## config.mk

```make
export PLATFORM = sky130hd
export DESIGN_NAME = board_eval_flat
export DESIGN_NICKNAME = d
export VERILOG_FILES = /design/src/rtl/chess_pkg.sv /design/src/rtl/board_eval_if.sv /design/src/rtl/piece_weight.sv /design/src/rtl/board_eval.sv /design/src/flat_wrapper.sv
export SDC_FILE = /design/constraint.sdc
export NUM_CORES = 1
export LEC_CHECK = 0
export BUFFER_PORTS_ARGS = -buffer_cell sky130_fd_sc_hd__clkbuf_2
export CELL_PAD_IN_SITES_DETAIL_PLACEMENT = 1
export CELL_PAD_IN_SITES_GLOBAL_PLACEMENT = 2
export CORE_MARGIN = 8
export CORE_UTILIZATION = 30
export DETAILED_ROUTE_END_ITERATION = 8
export PLACE_DENSITY = 0.89
export SETUP_SLACK_MARGIN = 0.15
export SKIP_LAST_GASP = 1
export SYNTH_ARGS = -nofsm -noshare
export SYNTH_HDL_FRONTEND = slang
export SYNTH_SLANG_ARGS = --single-unit
```

## constraint.sdc

```tcl
create_clock -name clk -period 4.8 [get_ports clk]
set_input_delay 1.2 -clock clk [delete_from_list [all_inputs] [get_ports clk]]
set_output_delay 1.2 -clock clk [all_outputs]
set_load 0.005 [all_outputs]
```

## src/rtl/chess_pkg.sv

```systemverilog
// chess_pkg: shared chess constants, piece weights, register map and evaluator FSM states
package chess_pkg;
    localparam int WHITE = 1;
    localparam int BLACK = -1;
    localparam int EMPTY = 0;
    localparam int PAWN   = 1;
    localparam int KNIGHT = 2;
    localparam int BISHOP = 3;
    localparam int ROOK   = 4;
    localparam int QUEEN  = 5;
    localparam int KING   = 6;
    // Indexed by piece magnitude; kings and unknown codes score nothing.
    localparam int WEIGHT [8] = '{0, 1, 3, 3, 5, 9, 0, 0};
    localparam logic [3:0] REG_START = 4'd0;
    localparam logic [3:0] REG_BASE  = 4'd1;
    localparam logic [3:0] REG_NUM   = 4'd2;
    localparam logic [3:0] REG_SIDE  = 4'd3;
    localparam logic [3:0] REG_IDX   = 4'd0;
    localparam logic [3:0] REG_SCORE = 4'd1;
    localparam logic [3:0] REG_BUSY  = 4'd2;
    typedef enum logic [1:0] {IDLE, REQ, WAIT_DATA, SCORE} state_t;
endpackage

```

## src/rtl/board_eval_if.sv

```systemverilog
// board_eval_if: CPU-side Avalon-MM slave and SDRAM-side Avalon-MM master signals of the evaluator
// slave modport: evaluator view of the CPU register port; master modport: evaluator view of the SDRAM read port
interface board_eval_if;
    logic        slave_waitrequest;
    logic [3:0]  slave_address;
    logic        slave_read;
    logic [31:0] slave_readdata;
    logic        slave_write;
    logic [31:0] slave_writedata;
    logic        master_waitrequest;
    logic [31:0] master_address;
    logic        master_read;
    logic [31:0] master_readdata;
    logic        master_readdatavalid;
    modport slave (
        output slave_waitrequest, slave_readdata,
        input  slave_address, slave_read, slave_write, slave_writedata
    );
    modport master (
        output master_address, master_read,
        input  master_waitrequest, master_readdata, master_readdatavalid
    );
endinterface

```

## src/rtl/piece_weight.sv

```systemverilog
// piece_weight: signed material contribution of one signed 8-bit piece code
// ports: code (signed piece code in), contrib (signed SCORE_W contribution out)
module piece_weight
    import chess_pkg::*;
#(
    parameter int SCORE_W = 16
) (
    input  logic signed [7:0]         code,
    output logic signed [SCORE_W-1:0] contrib
);
    logic [7:0]                mag;
    logic signed [SCORE_W-1:0] w;
    always_comb begin
        mag     = code[7] ? 8'(-code) : code;
        w       = mag[7:3] == 5'd0 ? SCORE_W'(WEIGHT[mag[2:0]]) : '0;
        contrib = code[7] ? -w : w;
    end
endmodule

```

## src/rtl/board_eval.sv

```systemverilog
// board_eval: reads candidate boards from SDRAM, scores material, reports best board to the CPU
// ports: clk, rst (sync active-high); cpu (register slave: base/num/side/start, best_idx/best_score/busy);
//        mem (SDRAM read master, one outstanding word read at a time)
module board_eval
    import chess_pkg::*;
#(
    parameter int NUM_SQ  = 64,
    parameter int SCORE_W = 16
) (
    input  logic clk,
    input  logic rst,
    board_eval_if.slave  cpu,
    board_eval_if.master mem
);
    localparam int SQ_W = $clog2(NUM_SQ);
    state_t                    state, state_n;
    logic [31:0]               base, best_idx;
    logic [7:0]                num, b;
    logic [SQ_W-1:0]           sq;
    logic                      side_black, busy, wr_ok, start, last_sq, last_b, better;
    logic signed [SCORE_W-1:0] acc, s, contrib, best_score;
    logic                      unused_hi;

    piece_weight #(.SCORE_W(SCORE_W)) u_weight (.code(mem.master_readdata[7:0]), .contrib(contrib));

    always_comb begin
        unused_hi = ^mem.master_readdata[31:8];
        busy      = state != IDLE;
        wr_ok     = cpu.slave_write && !busy;
        start     = wr_ok && cpu.slave_address == REG_START;
        last_sq   = sq == SQ_W'(NUM_SQ - 1);
        last_b    = b == num - 8'd1;
        s         = side_black ? -acc : acc;
        better    = b == 8'd0 || s > best_score;
        state_n   = state == IDLE      ? (start && num != 8'd0 ? REQ : IDLE)
                  : state == REQ       ? (mem.master_waitrequest ? REQ : WAIT_DATA)
                  : state == WAIT_DATA ? (mem.master_readdatavalid ? (last_sq ? SCORE : REQ) : WAIT_DATA)
                  : (last_b ? IDLE : REQ);
        mem.master_read    = state == REQ;
        mem.master_address = base + 32'(b) * 32'(NUM_SQ) + 32'(sq);
        // Only result registers stall; they would be stale mid-run.
        cpu.slave_waitrequest = busy && cpu.slave_read &&
                                (cpu.slave_address == REG_IDX || cpu.slave_address == REG_SCORE);
        cpu.slave_readdata = cpu.slave_address == REG_IDX   ? best_idx
                           : cpu.slave_address == REG_SCORE ? 32'(best_score)
                           : cpu.slave_address == REG_BUSY  ? {31'b0, busy}
                           : '0;
    end

    always_ff @(posedge clk) begin
        state <= rst ? IDLE : state_n;
    end

    always_ff @(posedge clk) begin
        if (rst) begin
            base       <= '0;
            num        <= '0;
            side_black <= 1'b0;
            best_idx   <= '1;
            best_score <= '0;
            acc        <= '0;
            b          <= '0;
            sq         <= '0;
        end else begin
            if (wr_ok && cpu.slave_address == REG_BASE) base <= cpu.slave_writedata;
            if (wr_ok && cpu.slave_address == REG_NUM) num <= cpu.slave_writedata[7:0];
            if (wr_ok && cpu.slave_address == REG_SIDE) side_black <= cpu.slave_writedata[31];
            if (start) begin
                b          <= '0;
                sq         <= '0;
                acc        <= '0;
                best_idx   <= '1;
                best_score <= '0;
            end
            if (state == WAIT_DATA && mem.master_readdatavalid) begin
                acc <= acc + contrib;
                if (!last_sq) sq <= sq + SQ_W'(1);
            end
            if (state == SCORE) begin
                if (better) begin
                    best_score <= s;
                    best_idx   <= 32'(b);
                end
                acc <= '0;
                sq  <= '0;
                if (!last_b) b <= b + 8'd1;
            end
        end
    end
endmodule

```

## src/flat_wrapper.sv

```systemverilog
// flat-port wrapper written by rule: the top's interface ports become plain ports
module board_eval_flat import chess_pkg::*;
#(
    parameter int NUM_SQ  = 64,
    parameter int SCORE_W = 16
)
  (clk, rst, cpu_slave_waitrequest, cpu_slave_readdata, cpu_slave_address, cpu_slave_read, cpu_slave_write, cpu_slave_writedata, mem_master_address, mem_master_read, mem_master_waitrequest, mem_master_readdata, mem_master_readdatavalid);
  board_eval_if cpu_i ();
  board_eval_if mem_i ();
  input  logic clk;
  input  logic rst;
  output wire logic [$bits(cpu_i.slave_waitrequest)-1:0] cpu_slave_waitrequest;
  output wire logic [$bits(cpu_i.slave_readdata)-1:0] cpu_slave_readdata;
  input wire logic [$bits(cpu_i.slave_address)-1:0] cpu_slave_address;
  input wire logic [$bits(cpu_i.slave_read)-1:0] cpu_slave_read;
  input wire logic [$bits(cpu_i.slave_write)-1:0] cpu_slave_write;
  input wire logic [$bits(cpu_i.slave_writedata)-1:0] cpu_slave_writedata;
  output wire logic [$bits(mem_i.master_address)-1:0] mem_master_address;
  output wire logic [$bits(mem_i.master_read)-1:0] mem_master_read;
  input wire logic [$bits(mem_i.master_waitrequest)-1:0] mem_master_waitrequest;
  input wire logic [$bits(mem_i.master_readdata)-1:0] mem_master_readdata;
  input wire logic [$bits(mem_i.master_readdatavalid)-1:0] mem_master_readdatavalid;
  assign cpu_slave_waitrequest = cpu_i.slave_waitrequest;
  assign cpu_slave_readdata = cpu_i.slave_readdata;
  assign cpu_i.slave_address = cpu_slave_address;
  assign cpu_i.slave_read = cpu_slave_read;
  assign cpu_i.slave_write = cpu_slave_write;
  assign cpu_i.slave_writedata = cpu_slave_writedata;
  assign mem_master_address = mem_i.master_address;
  assign mem_master_read = mem_i.master_read;
  assign mem_i.master_waitrequest = mem_master_waitrequest;
  assign mem_i.master_readdata = mem_master_readdata;
  assign mem_i.master_readdatavalid = mem_master_readdatavalid;
  board_eval #(.NUM_SQ(NUM_SQ), .SCORE_W(SCORE_W)) u_core (.clk(clk), .rst(rst), .cpu(cpu_i), .mem(mem_i));
endmodule
```

==> flow_metrics.tcl, run 1 <==
set metrics [dict create \
    fin_cells 1465 \
    avgSynthCellArea_um2 7.78 \
    die_h_um 178 \
    relSlewSlack 0.414 \
    grt_use_total 0.149 \
    synth_ff_type "dfxtp_1" \
    ys_seq_elements 121 \
    worst-path-buf-inv 3 \
    finalSetupViolCount 0 \
    cts_hold_buf 0 \
    drive_above_1_share 0.174 \
    grt_pass1_vias 7527 \
    clkTransAtPathRegs_ps 60 \
    netlist_top_cells_area "dfxtp_1 (31%), ha_1 (8.9%), nand2_1 (7.4%)" \
    synthDominantCellAreaShare 0.309 \
    die_area_um2 31600 \
    start_util 0.303 \
    grt_max_degree 71 \
    finalNetCount 1250 \
    num_vias 7379 \
    status "completed" \
    hold_violations 0 \
    crit_slowest_cell "dfxtp_1" \
    fin_crit_ps 4340 \
    fin_ws_ps 458 \
    worstSetupEndpointType "output pin" \
    reg2reg_slack_ps 610 \
    hold_class "reg2reg" \
    path_common_cell "a21oi_1" \
    crit_type "reg2out" \
    cp-start-kind "register" \
    final_cell_mix "nand2_1 (154), dfxtp_1 (121), clkbuf_2 (115)" \
    cts_tree "done" \
    routed_wl_um 24000 \
    grt_antenna_before_repair 0 \
    final_common_cell "nand2_1" \
    clock_sinks 121 \
    fin_skew_ps 12.3 \
    min_path_cells 2 \
    r2r-start "u_core.acc[2]$_SDFFE_PP0P_" \
    synthCells 1007 \
    syn_nets 1139 \
    area_delta_synth_final_pct 21.0 \
    ios 140 \
    yosysTopAreaCell "dfxtp_1" \
    fmax_mhz 230 \
    cts_htree_levels 4 \
    antenna_cells 0 \
    hold-path-endpoint "u_core.base[4]$_SDFFE_PP0P_" \
    rows 59 \
    dp_slack_ps -166 \
    cp_top_family "compound AO/OA/AOI/OAI gates" \
    power.density_nw_per_um2 262 \
    post-route-period-util 0.905 \
    drt_iter0_drc 322 \
    path_max_fanout 7 \
    synth_edf_count 0 \
    coreArea_um2 25800 \
    insertion_delay_ps 420 \
    ys_seq_area_frac 0.309 \
    drc 0 \
    r2r_end "u_core.best_idx[4]$_SDFF_PP1_" \
    post-place-cells 1432 \
    globalRouteOverflowTotal 0 \
    routabilityCongestion 0.828 \
    drv_slew 0 \
    rsz0062_at_grt "no" \
    yosysWarnings 0 \
    ir_drop_mv 0.208 \
    rr_worst_depth 15 \
    root_buffer "clkbuf_16" \
    io_buffers 115 \
    cpPeakStageDelay_ps 420 \
    p_leak_nw 4.22 \
    via_per_inst 5.04 \
    cts_buffers 17 \
    worst_slew_pin_slew_ps 875 \
    wl_per_cell_um 16.4 \
    tns_ps 0 \
    synth.distinct_cells 69 \
    antenna_left 0 \
    dpl_cell_area_um2 8820 \
    synth_area_um2 7840 \
    stdcell_area_um2 9490 \
    drtPass1Iterations 6 \
    cts.path.max_buffers 2 \
    grt_pass1_wl_um 37900 \
    path_cells "ha_1 -> inv_1 -> fa_1 -> nor2b_1 -> o21ai_0 -> a21oi_1 -> a21oi_1 -> a211oi_4 -> buf_12 -> nand3_1 -> xnor2_1 -> clkbuf_2" \
    die_x_um 178 \
    worstPathArrival_ps 3140 \
    hpwl_um 18000 \
    min_from "u_core.base[4]$_SDFFE_PP0P_" \
    synthArstFlopShare 0 \
    crit_required_ps 3600 \
    max-cap-violations 0 \
]
[state kept, by name, summed over array words and instances, names as in the netlist, 2 cells and up]
register and cells:
u_core.best_idx 32, u_core.acc 16, u_core.state 2, u_core.best_score 16, u_core.sq 6, u_core.num 8
u_core.b 8, u_core.base 32
[what timing repair did]
item                       CTS  global route
setup buffers                0             2
gates resized for setup      0             5
setup endpoints to repair    0            11
[how the worst max path moves through the flow]
stage / start / end / cells past startpoint
after global placement: mem_master_readdata[0] / u_core.acc[15]$_SDFFE_PP0P_ / 18
after global routing: mem_master_readdata[0] / u_core.acc[15]$_SDFFE_PP0P_ / 19
final: u_core.sq[0]$_SDFF_PP0_ / mem_master_address[22] / 12
after floorplan: mem_master_readdata[7] / u_core.acc[15]$_SDFFE_PP0P_ / 15
after detailed placement: mem_master_readdata[0] / u_core.acc[15]$_SDFFE_PP0P_ / 18
after CTS: u_core.sq[0]$_SDFF_PP0_ / mem_master_address[22] / 11
[Yosys cell counts, types with 8 or more instances]
cell type	n
inv_1	42
nand4_1	8
and3_1	14
clkbuf_1	40
nor3_1	28
nand3_1	47
dfxtp_1	121
mux2i_1	40
xor2_1	21
ha_1	56
o21ai_0	50
nor2_1	96
o21ai_1	8
a21oi_1	81
xnor2_1	50
and2_1	14
nand2_1	154
a21o_1	20
[routing by layer]
layer,up-vias,GRT usage,part of all wire
met3,31,0.0217,0.021
met2,74,0.261,0.50
met1,3577,0.182,0.46
li1,3697,-,-
met4,0,0.0511,0.018
met5,-,0,0
[power breakdown]
part	switching (mW)	internal (mW)	leakage [nW]
Clock	0.479	0.837	0.291
Sequential	0.00439	1.01	0.976
Combinational	0.0917	0.0622	2.96
Total	0.575	1.91	4.22
[area by class of cell]
cell class              count  area (um2)
multi-input cells         793        5070
well taps                 335         419
clock inverters            12         150
flip-flops and latches    121        2420
fillers                  3195       16400
inverters                  42         158
repair buffers            143         811
clock buffers              19         453
[tightest hold or removal path: cells and delay by family (launching register included)]
kind	cells	cell delay, ps
and+or+nand+nor	1	50
DFF	1	310
AOI/OAI and AO/OA	1	50
[stage by stage]
| step | total power, mW | util | hold slack [ps] |
|---|---|---|---|
| after detailed placement | 1.19 | 0.342 | 458 |
| final | 2.48 | 0.367 | 464 |
| after global routing | 2.57 | 0.367 | 491 |
| after floorplan | 1.12 | - | 440 |
| after global placement | 1.19 | 0.342 | 445 |
| after CTS | 2.51 | 0.365 | 467 |
[cell families after synthesis]
kind of cell,share of synthesized area
buffers and inverters,0.0501
and+or+nand+nor,0.238
muxes,0.0659
AOI/OAI and AO/OA,0.163
xor gates and xnor gates,0.0793
adders and majority gates,0.0945
DFF,0.309
Note: power is estimated with default switching activity, not from simulation.
==> inputs of run 2 (changes only) <==
Clock period 4.8 ns to 3.89 ns, I/O delays scaled along.
==> run 2 against run 1 <==
  * Combinational power rose by 44%
  * Die area did not move
  * Non-clock buffer count up 68
  * Hold slack got worse by 1.9 ps
  * Global-route usage up 0.94 points
  * Critical endpoint is now u_core.best_score[13]$_SDFF_PP0_
  * Highest routed layer unchanged
==> flow_metrics.tcl, run 2 (synthesis gave the netlist of run 1 again) <==
set metrics [dict create \
    status "completed" \
    num_vias 7729 \
    finalSetupViolCount 0 \
    max-cap-violations 0 \
    num-fill-cells 3098 \
    min_from "u_core.base[7]$_SDFFE_PP0P_" \
    fin_cells 1535 \
    hold_class "reg2reg" \
    start_util 0.303 \
    final_cell_mix "nand2_1 (152), dfxtp_1 (115), clkbuf_2 (107)" \
    cts.path.max_buffers 2 \
    drc 0 \
    antenna_left 0 \
    whs_ps 463 \
    drive_above_1_share 0.300 \
    relSlewSlack 0.313 \
    min_path_cells 2 \
    dpl_cell_area_um2 9360 \
    cp-start-kind "register" \
    reg2reg_slack_ps 2 \
    rsz0062_at_grt "yes" \
    grt_antenna_before_repair 1 \
    insertion_delay_ps 420 \
    worstSetupEndpointType "register" \
    worst-path-buf-inv 2 \
    drtPass1Iterations 4 \
    grt_max_degree 50 \
    path_cells "or4_4 -> or3_4 -> o31ai_4 -> xnor2_2 -> ha_1 -> and3_4 -> and3_4 -> a221o_1 -> nor3_2 -> xnor2_2 -> o21ai_4 -> buf_12 -> buf_16 -> mux2_4" \
    cts_tree "done" \
    wl_per_cell_um 17.0 \
    worst_slew_pin_slew_ps 1030 \
    via_per_inst 5.04 \
    cp_top_family "simple AND/OR/NAND/NOR gates" \
    clkTransAtPathRegs_ps 60 \
    rr_worst_depth 14 \
    grt_use_total 0.158 \
    worstPathArrival_ps 4200 \
    cts_buffers 17 \
    rows 59 \
    coreArea_um2 25800 \
    cts_htree_levels 4 \
    io_buffers 115 \
    crit_type "reg2reg" \
    fmax_mhz 257 \
    post-route-period-util 0.999 \
    root_buffer "clkbuf_16" \
    hold_violations 0 \
    grt_pass1_wl_um 40600 \
    ir_drop_mv 0.257 \
    path_max_fanout 5 \
    post-place-cells 1477 \
    clock_sinks 121 \
    hold-path-endpoint "u_core.base[7]$_SDFFE_PP0P_" \
    regArea_um2 2430 \
    final_common_cell "nand2_1" \
    cpPeakStageDelay_ps 530 \
    fin_skew_ps 9.93 \
    grt_pass1_vias 8043 \
    power.density_nw_per_um2 287 \
    drt_iter0_drc 264 \
    final_util 0.416 \
    hpwl_um 18700 \
    die_x_um 178 \
    crit_required_ps 4200 \
    p_leak_nw 4.75 \
    largestRegisters "u_core.base: 32 flops, u_core.best_idx: 32 flops" \
    globalRouteOverflowTotal 0 \
    ios 140 \
    fin_crit_ps 3890 \
    routed_wl_um 26100 \
    drv_slew 0 \
    area_delta_synth_final_pct 37.2 \
    multiInputGateArea_um2 5660 \
    die_area_um2 31600 \
    routabilityCongestion 0.816 \
    die_h_um 178 \
    r2r-start "u_core.acc[8]$_SDFFE_PP0P_" \
    r2r_end "u_core.best_score[13]$_SDFF_PP0_" \
    stdcell_area_um2 10800 \
    finalNetCount 1318 \
    crit_slowest_cell "or4_4" \
]
run 2: power breakdown:
group / total [mW] / internal [mW] / switching, mW
clock: 1.61 / 1.01 / 0.600
sequential: 1.25 / 1.24 / 0.00625
combinational: 0.222 / 0.0937 / 0.128
total: 3.08 / 2.35 / 0.734
run 2: how the worst max path moves through the flow:
stage                     slack, ps  cells after the start                               end                        from
after floorplan                -150                     15       u_core.acc[15]$_SDFFE_PP0P_      mem_master_readdata[7]
after global placement         -410                     19       u_core.acc[15]$_SDFFE_PP0P_      mem_master_readdata[0]
after detailed placement       -600                     19       u_core.acc[15]$_SDFFE_PP0P_      mem_master_readdata[0]
after CTS                        40                     16       u_core.acc[15]$_SDFFE_PP0P_      mem_master_readdata[7]
after global routing           -120                     16       u_core.acc[15]$_SDFFE_PP0P_      mem_master_readdata[7]
final                             2                     14  u_core.best_score[13]$_SDFF_PP0_  u_core.acc[8]$_SDFFE_PP0P_
run 2: what timing repair did:
action | in CTS | in global routing
setup endpoints to repair | 55 | 72
pin swaps | 15 | 49
gates cloned | 1 | 3
setup buffers | 10 | 11
gates resized for setup | 28 | 117
hold buffers | 0 | 0
run 2: worst min-delay path, cell delays in order (launching register included):
cell and delay [ps]:
dfxtp_1 310, nand2_1 50, a21oi_1 50
run 2: cell type report:
class                      count  share of cell area
inverter                      42              0.0147
antenna                        1            0.000233
clock inverter                10              0.0109
multi-input combinational    793               0.526
sequential                   121               0.226
timing repair buffer         211               0.138
clock buffer                  22              0.0450
tap                          335              0.0390
run 2: layer usage:
layer  vias up  GRT usage  wire length, um
met5         -          0                0
li1       3837          -                -
met4         0     0.0604              656
met2       109      0.280            13400
met1      3745      0.188            11500
met3        38     0.0253              661
run 2: metrics by stage:
step	TNS, ps	power, mW	setup slack [ps]
floorplan	-163	1.39	-145
global placement	-2080	1.48	-409
detailed placement	-3360	1.49	-600
CTS	0	3.10	43.2
global route	-1620	3.18	-121
finish	0	3.08	2.50
==> inputs of run 3 (changes only) <==
Settings changed: CORE_UTILIZATION 30 to 25, PLACE_DENSITY 0.89 to 0.78.
==> run 3 against run 2 <==
  * Via count decreased by 1.3%
  * Non-clock buffer count decreased by 5
  * Cell area decreased by 0.26%
  * Wire length decreased by 3.8%
  * Final cell count increased by 4.1%
  * Clock skew increased by 1.6 ps
  * Largest cell class unchanged
  * Critical path type unchanged
  * Highest routed layer unchanged
==> flow_metrics.tcl, run 3 (synthesis gave the netlist of run 1 again) <==
set metrics [dict create \
    crit_slowest_cell "or4_4" \
    switchingPower_mw 0.781 \
    cp-start-kind "register" \
    insertion_delay_ps 430 \
    power.share.clock 0.522 \
    largestRegisters "u_core.base: 32 flops, u_core.best_idx: 32 flops" \
    fin_cells 1598 \
    worst_slew_pin_slew_ps 819 \
    clock_sinks 121 \
    ios 140 \
    grt_pass1_vias 7847 \
    area_delta_synth_final_pct 36.9 \
    routabilityCongestion 0.785 \
    whs_ps 462 \
    max-cap-violations 0 \
    hpwl_um 18700 \
    via_per_inst 4.77 \
    worstPathArrival_ps 4140 \
    p_comb_frac 0.071 \
    hold_class "reg2reg" \
    grt_max_degree 71 \
    ir_drop_mv 0.259 \
    grt_antenna_before_repair 0 \
    finalNetCount 1313 \
    cts_hold_buf 0 \
    internal-power_mw 2.29 \
    antenna_left 0 \
    wl_per_cell_um 15.7 \
    p_seq_frac 0.407 \
    cts_buffers 17 \
    io_buffers 115 \
    rows 65 \
    root_buffer "clkbuf_16" \
    switching_share 0.254 \
    post-place-cells 1547 \
    final_cell_mix "nand2_1 (152), dfxtp_1 (117), clkbuf_2 (107)" \
    grt_pass1_wl_um 40200 \
    grt_use_total 0.135 \
    cts_tree "done" \
    fin_skew_ps 11.5 \
    p_leak_nw 4.69 \
    crit_type "reg2reg" \
    drc 0 \
    start_util 0.251 \
    routed_wl_um 25100 \
    final_common_cell "nand2_1" \
    die_area_um2 37300 \
    cpPeakStageDelay_ps 530 \
    path_cells "or4_4 -> or3_4 -> o31ai_4 -> xnor2_2 -> ha_1 -> and3_4 -> and3_4 -> a221o_1 -> nor3_4 -> xnor2_2 -> o21ai_4 -> buf_6 -> buf_16 -> mux2_4" \
    rsz0062_at_grt "yes" \
    worst-path-buf-inv 2 \
    power.density_nw_per_um2 286 \
    relSlewSlack 0.454 \
    globalRouteOverflowTotal 0 \
    fmax_mhz 261 \
    hold_violations 0 \
    cts.path.max_buffers 2 \
    crit_required_ps 4210 \
    finalPower_mw 3.07 \
    die_h_um 193 \
    num_vias 7625 \
    clkTransAtPathRegs_ps 60 \
    finalSetupViolCount 0 \
    path_max_fanout 7 \
    worstSetupEndpointType "register" \
    drt_iter0_drc 232 \
    cp_top_family "simple AND/OR/NAND/NOR gates" \
    die_x_um 193 \
    drv_slew 0 \
    drive_above_1_share 0.296 \
    drtPass1Iterations 4 \
    coreArea_um2 31200 \
    status "completed" \
    post-route-period-util 0.984 \
    fin_crit_ps 3830 \
    cts_htree_levels 4 \
]
[run 3: cell count changes in the layout (fill, tap and decap cells not counted), sizes merged]
| cell | previous run | this run |
|---|---|---|
| clkbuf | 132 | 126 |
| buf | 101 | 97 |
| clkinv | 4 | 8 |
| inv | 42 | 46 |
| clkinvlp | 4 | 1 |
| diode | 1 | 2 |
[run 3: worst reg2reg max path, delay by kind of cell, from the launching register on]
family	cells	cell delay [ps]
compound gates	3	770
xor+xnor	2	280
fa+ha+maj	1	290
buf+inv	2	280
flops	1	320
mux	1	300
simple gates	5	1500
[run 3: path summary, 6_finish.rpt]
path                                           end  cells after the start  slack [ps]                         from
setup / recovery  u_core.best_score[13]$_SDFF_PP0_                     14          60   u_core.acc[6]$_SDFFE_PP0P_
setup reg to reg  u_core.best_score[13]$_SDFF_PP0_                     14          60   u_core.acc[6]$_SDFFE_PP0P_
hold / removal         u_core.base[7]$_SDFFE_PP0P_                      2         460  u_core.base[7]$_SDFFE_PP0P_
hold reg to reg        u_core.base[7]$_SDFFE_PP0P_                      2         460  u_core.base[7]$_SDFFE_PP0P_
[run 3: metrics by stage]
stage                     utilization  cell area (um2)  setup slack, ps  setup TNS (ps)
after floorplan                     -             8030             -145            -163
after global placement          0.303             9480             -430           -2360
after detailed placement        0.303             9480             -546           -3380
after CTS                       0.328            10200              116               0
after global routing            0.343            10700            -72.1            -680
final                           0.344            10700             61.8               0
[run 3: routing by layer]
metal / part of all wire / vias to the layer above / track usage
met5: 0 / - / 0
met4: 0.013 / 0 / 0.0470
met3: 0.023 / 25 / 0.0219
met2: 0.50 / 74 / 0.235
met1: 0.46 / 3696 / 0.167
li1: - / 3830 / -
[run 3: final cells by class]
cell class	count	area, um2
inverter	42	158
timing repair buffer	206	1430
fill	3766	20500
sequential	121	2430
antenna	2	5.00
clock buffer	17	425
multi-input combinational	793	5610
tap	402	503
clock inverter	15	169
[run 3: power by group through the flow]
stage               logic, mW  registers, mW  clock network [mW]
floorplan               0.119           1.28                   0
global placement        0.207           1.28                   0
detailed placement      0.210           1.28                   0
CTS                     0.214           1.25                1.64
global route            0.242           1.25                1.70
finish                  0.219           1.25                1.60
[run 3: what timing repair did]
action,CTS,global route
pin swaps,13,48
setup buffers,4,10
endpoints found under the setup margin,62,67
cloned,1,2
resized for setup,25,110
